==> config.mk <==
export PLATFORM = sky130hd
export DESIGN_NAME = jregfile
export DESIGN_NICKNAME = d
export VERILOG_FILES = /design/src/rtl/jregfile.sv
export SDC_FILE = /design/constraint.sdc
export NUM_CORES = 1
export LEC_CHECK = 0
export ABC_AREA = 1
export CAP_MARGIN = 0
export CORE_AREA = 2 2 70 72
export DETAILED_ROUTE_END_ITERATION = 12
export DIE_AREA = 0 0 72 74
export PLACE_DENSITY = 0.74
export SYNTH_ARGS = -nofsm -noshare
export SYNTH_HDL_FRONTEND = slang
export SYNTH_SLANG_ARGS = --single-unit
==> constraint.sdc <==
create_clock -name clk -period 1 [get_ports clk]
set_input_delay 0.2 -clock clk [delete_from_list [all_inputs] [get_ports clk]]
set_output_delay 0.2 -clock clk [all_outputs]
set_load 0.005 [all_outputs]
==> src/rtl/jregfile.sv <==
// jregfile: DEPTH x WIDTH register file, one write port, two registered read ports.
// Macro JREGFILE_BYPASS_EN selects write-first read-during-write; undefined gives read-first.
module jregfile #(
    parameter int WIDTH = 8,
    parameter int DEPTH = 4,
    localparam int AW = (DEPTH > 1) ? $clog2(DEPTH) : 1
) (
    input  logic             clk,
    input  logic             reset,
    input  logic             we,
    input  logic [AW-1:0]    waddr,
    input  logic [WIDTH-1:0] wdata,
    input  logic             re0,
    input  logic [AW-1:0]    raddr0,
    output logic [WIDTH-1:0] rdata0,
    output logic             rvalid0,
    input  logic             re1,
    input  logic [AW-1:0]    raddr1,
    output logic [WIDTH-1:0] rdata1,
    output logic             rvalid1
);

    localparam logic [AW:0] DEPTH_V = DEPTH[AW:0];

    logic [WIDTH-1:0] regs_q [DEPTH];
    logic [WIDTH-1:0] regs_d [DEPTH];
    logic [WIDTH-1:0] rdata0_q, rdata0_d;
    logic [WIDTH-1:0] rdata1_q, rdata1_d;
    logic             rvalid0_q, rvalid0_d;
    logic             rvalid1_q, rvalid1_d;
    logic             wr_hit_s;

    function automatic logic in_range(input logic [AW-1:0] addr);
        return ({1'b0, addr} < DEPTH_V);
    endfunction

    // Addresses beyond DEPTH read as zero; a same-edge write is forwarded only in the bypass build.
    function automatic logic [WIDTH-1:0] read_word(input logic [AW-1:0] raddr);
        logic [WIDTH-1:0] word;
        word = '0;
        if (!in_range(raddr)) begin
            word = '0;
        end
`ifdef JREGFILE_BYPASS_EN
        else if (wr_hit_s && (waddr == raddr)) begin
            word = wdata;
        end
`endif
        else begin
            word = regs_q[raddr];
        end
        return word;
    endfunction

    assign wr_hit_s = we && in_range(waddr);

    // Next-state for storage array and both read ports.
    always_comb begin
        regs_d    = regs_q;
        rdata0_d  = rdata0_q;
        rdata1_d  = rdata1_q;
        rvalid0_d = re0;
        rvalid1_d = re1;
        if (wr_hit_s) begin
            regs_d[waddr] = wdata;
        end else begin
            regs_d = regs_q;
        end
        if (re0) begin
            rdata0_d = read_word(raddr0);
        end else begin
            rdata0_d = rdata0_q;
        end
        if (re1) begin
            rdata1_d = read_word(raddr1);
        end else begin
            rdata1_d = rdata1_q;
        end
    end

    // State registers; reset wins over any same-edge write or read.
    always_ff @(posedge clk) begin
        if (reset) begin
            for (int i = 0; i < DEPTH; i++) begin
                regs_q[i] <= '0;
            end
            rdata0_q  <= '0;
            rdata1_q  <= '0;
            rvalid0_q <= 1'b0;
            rvalid1_q <= 1'b0;
        end else begin
            regs_q    <= regs_d;
            rdata0_q  <= rdata0_d;
            rdata1_q  <= rdata1_d;
            rvalid0_q <= rvalid0_d;
            rvalid1_q <= rvalid1_d;
        end
    end

    assign rdata0  = rdata0_q;
    assign rdata1  = rdata1_q;
    assign rvalid0 = rvalid0_q;
    assign rvalid1 = rvalid1_q;

endmodule
==> results summary <==
The Yosys step of the flow raised 0 warnings. The ratio of cells with drive above 1 in the final layout came out at about a fifth. The DRC violations left is 0. The count of distinct cell types in the synthesized netlist came out at 16.

On the critical path the largest part of the delay comes from flip-flops. 37 I/O pins were placed. The worst-case IR drop observed on VDD is between 0.9 and 1 mV. In this run the static leakage power is approximately 1.2 nW. The share of flip-flops with an asynchronous set or reset after synthesis came out at 0%. The flow ran to the end, and the final reports show no timing, DRC or antenna violations. The number of antenna violations at the first check in global routing came out at 0. Setup repair after global routing left no endpoint under its margin. For the worst setup path, the data arrival time is between 0.7 and 0.8 ns. The part of the total power dissipated in combinational logic came out at between 10 and 15%.

The area inside the core boundary came out at approximately 0.0046 mm2. TritonCTS built the clock tree. Relative to the synthesized area, the layout overhead comes to 25.4%. The power per unit of standard cell area came out at between 1500 and 2000 mW/mm2. The total global-route track usage is between 20% and 30%. Data on the critical path is required at its endpoint by 0.80 ns. The post-CTS repair timing setup buffer count is 0.

The slowest stage of the critical path belongs to the cell dfxtp_2. The die outline area came out at around 0.0053 mm2. The count of max-cap constraint violations came out at 0.

The worst setup path is captured at an output pin. The placement row count came out at 25. After synthesis, the cell types taking the most area are dfxtp_1 45%, nand2_1 17%, o21ai_0 9.0%, nor2_1 8.6%, nand3_1 7.2%. Cell internal power was estimated by the tool at about 3.1 mW. The dominant register cell in the synthesized netlist is dfxtp_1.

The later-pin clock latency in the skew report is 0.31 ns. The worst register-to-register path has a setup slack of ~0.18 ns. For this configuration, the core starts out at a cell density of 48.4%.

The transition time at the pin with the least slew margin came out at approximately 0.26 ns. The clock arrives with roughly 0.0084 ns of skew. The global routing met1 resource utilization is a little under a third. The fraction of power consumed by the clock network came out at ~34%. Sequential cells were found to cover 45.0% of the synthesized design area. The critical-path maximum fanout came out at 2. The first TritonRoute pass finished after 4 iterations. The worst setup path is launched from a flop.

The clock buffer count from CTS is 5. The overall die width came out at around 72 um. The met2 track utilization from global routing is 36.7%.

Ranked by instance count, the synthesized netlist is headed by 98 x nand2_1, 51 x nor2_1, 50 x dfxtp_1. Cells fill a little over 60% of the core in the end. The proportion of power drawn by flip-flops and latches came out at around 52%. The count of vias placed by the detailed router came out at between 2k and 2.5k.

The total detailed-routing wirelength is between 5000 and 6000 um. The net switching component of the power came out at roughly 1.1 mW. The proportion of netlist area held by the largest area contributor is 45.0%. The average cell area after synthesis is 6.82 um2.

The clock input transition at the sequential cells of the worst setup and hold paths is about 0.090 ns. The clock drives 50 sinks. The final layout contains around 390 nets. The net switching fraction of the power is about 26%. The number of enable-type register cells in the synthesized netlist is 0. 0 antenna diodes ended up in the layout. The y dimension of the die came out at ~74 um. The synthesized netlist occupies a cell area of approximately 0.0022 mm2. The buffering stage count on the worst path with inverters included is 1. The number of fillers in the final layout came out at around 480.

The number of buffers on the longest clock path came out at 2. The root buffer cell chosen for the clock tree is clkbuf_8. Overall power consumption after layout is estimated at about 4.2 mW. The routability congestion estimate came out at 0.876. The number of hold buffers added after cts came out at 0. The synthesized design contains 50 register bits. The worst slew margin relative to its limit is around 82%. In the global route stage, met3 resource usage came out at under 10%. The number of standard cells after synthesis is 326.

Timing would allow up to approximately 1000 MHz. The final cycle utilization of the critical path came out at roughly 95%. The total overflow left after global routing is 0. By startpoint and endpoint, the worst setup path is classified as reg -> out. The total count of hold-check failures in the final report is 0.

The number of antenna-violating nets in the routed design came out at 0. The number of input and output port buffers inserted is 36. The area used by sequential logic in the layout came out at 0.00102 mm2. Among all cell types in the netlist, the one instantiated most often is nand2_1.

Dividing the detail-routed via count by the number of cells gives 5.12. The HPWL after detailed placement is around 4200 um. CTS built an H-tree with a depth of 2. The number of cells on the worst reg-to-reg path is 4. The worst hold path stage count came out at 5. met2 is the most crowded layer. The minimum period implied by the final worst setup slack came out at 0.954 ns. Setup violations remaining at the end of the flow were counted as 0. The number of violations reported at the end of detailed-routing iteration 0 is between 80 and 90. The per-cell routed wire length is 13.1 um. The number of nets in the synthesized netlist is between 300 and 400. The first-pass GRT wire length is a little over 9000 um. The delay of the slowest cell on the worst path is between 0.3 and 0.4 ns. The worst hold path belongs to the class in -> reg. The number of global-route vias before repair is about 2.0k. The path length in cells of the critical path is 1. The critical path goes through buf_2. The number of pins exceeding their max-slew limit in the final report was 0. The multi-input combinational cells in the finished layout cover a total of about 0.0011 mm2. Entering global routing, the biggest net connects 30 pins. The largest total area in the synthesized netlist belongs to dfxtp_1.
power groups by stage:
stage	clock network (mW)	registers, mW	logic (mW)
2_1_floorplan	0	2.20	0.331
3_3_place_gp	0	2.22	0.637
3_5_place_dp	0	2.22	0.645
4_1_cts	1.46	2.18	0.607
5_1_grt	1.54	2.19	0.681
6_report	1.43	2.18	0.605
routing by layer:
| layer | routed length [um] | part of all wire (%) | up-vias |
|---|---|---|---|
| li1 | - | - | 1154 |
| met1 | 2720 | 49 | 969 |
| met2 | 2520 | 45 | 60 |
| met3 | 271 | 4.8 | 7 |
| met4 | 89 | 1.6 | 0 |
| met5 | 0 | 0 | - |
path summary, 6_finish.rpt:
path                   from         end
setup / recovery  rdata0[1]   rdata0[1]
hold / removal     waddr[0]  regs_q[26]
setup reg to reg  regs_q[9]   rdata0[1]
hold reg to reg   regs_q[5]   regs_q[5]
worst register-to-register path, delay by kind of cell (launching register included):
family          cells  cell delay, ns
flops               1            0.42
compound gates      1            0.12
simple gates        3            0.22
sequential cells by signal, indices dropped and copies added, names as in the netlist:
signal and cells:
regs_q 32, rdata0 8, rdata1 8, rvalid0 1, rvalid1 1
kinds of logic after synthesis:
logic type / count (synthesis) / share of synthesized area [%]
AOI/OAI and AO/OA: 64 / 14.4
buffers and inverters: 27 / 6.36
DFF: 50 / 45.0
and+or+nand+nor: 185 / 34.2
through the flow:
stage,hold WS (ns),setup TNS (ns),setup WS (ns),cells,area (um2)
detailed placement,0.478,-17.90,-0.423,420,2730
floorplan,0.335,0,0.167,326,2220
CTS,0.493,0,0.00376,428,2780
finish,0.389,0,0.0462,428,2790
global placement,0.471,-17.16,-0.414,420,2730
global route,0.430,0,0.00917,428,2790
cells in the final DEF, fill, tap and decap left out, types with 2 or more instances in the layout:
cell and n:
inv_2 3, clkdlybuf4s50_1 13, nand2_1 97, dfxtp_1 34, o21ai_1 2, inv_1 4, dlygate4sd2_1 4, a21oi_1 24
inv_4 3, clkbuf_8 5, buf_2 18, dfxtp_2 16, nor2_1 51, o21ai_0 38, buf_6 2, buf_4 15
buf_12 2, nand3_1 32
what timing repair did:
action	CTS	global route
resized for setup	99	5
setup endpoints to repair	61	30
pin swaps	1	0
final cells by class:
cell class              count  share of cell area [%]
multi-input cells         249                    39.0
repair buffers             55                    15.9
well taps                  54                    2.42
clock buffers               6                    2.60
inverters                  12                    2.11
flip-flops and latches     50                    36.6
clock inverters             2                    1.35
No activity file was read; power rests on OpenSTA's default activity.
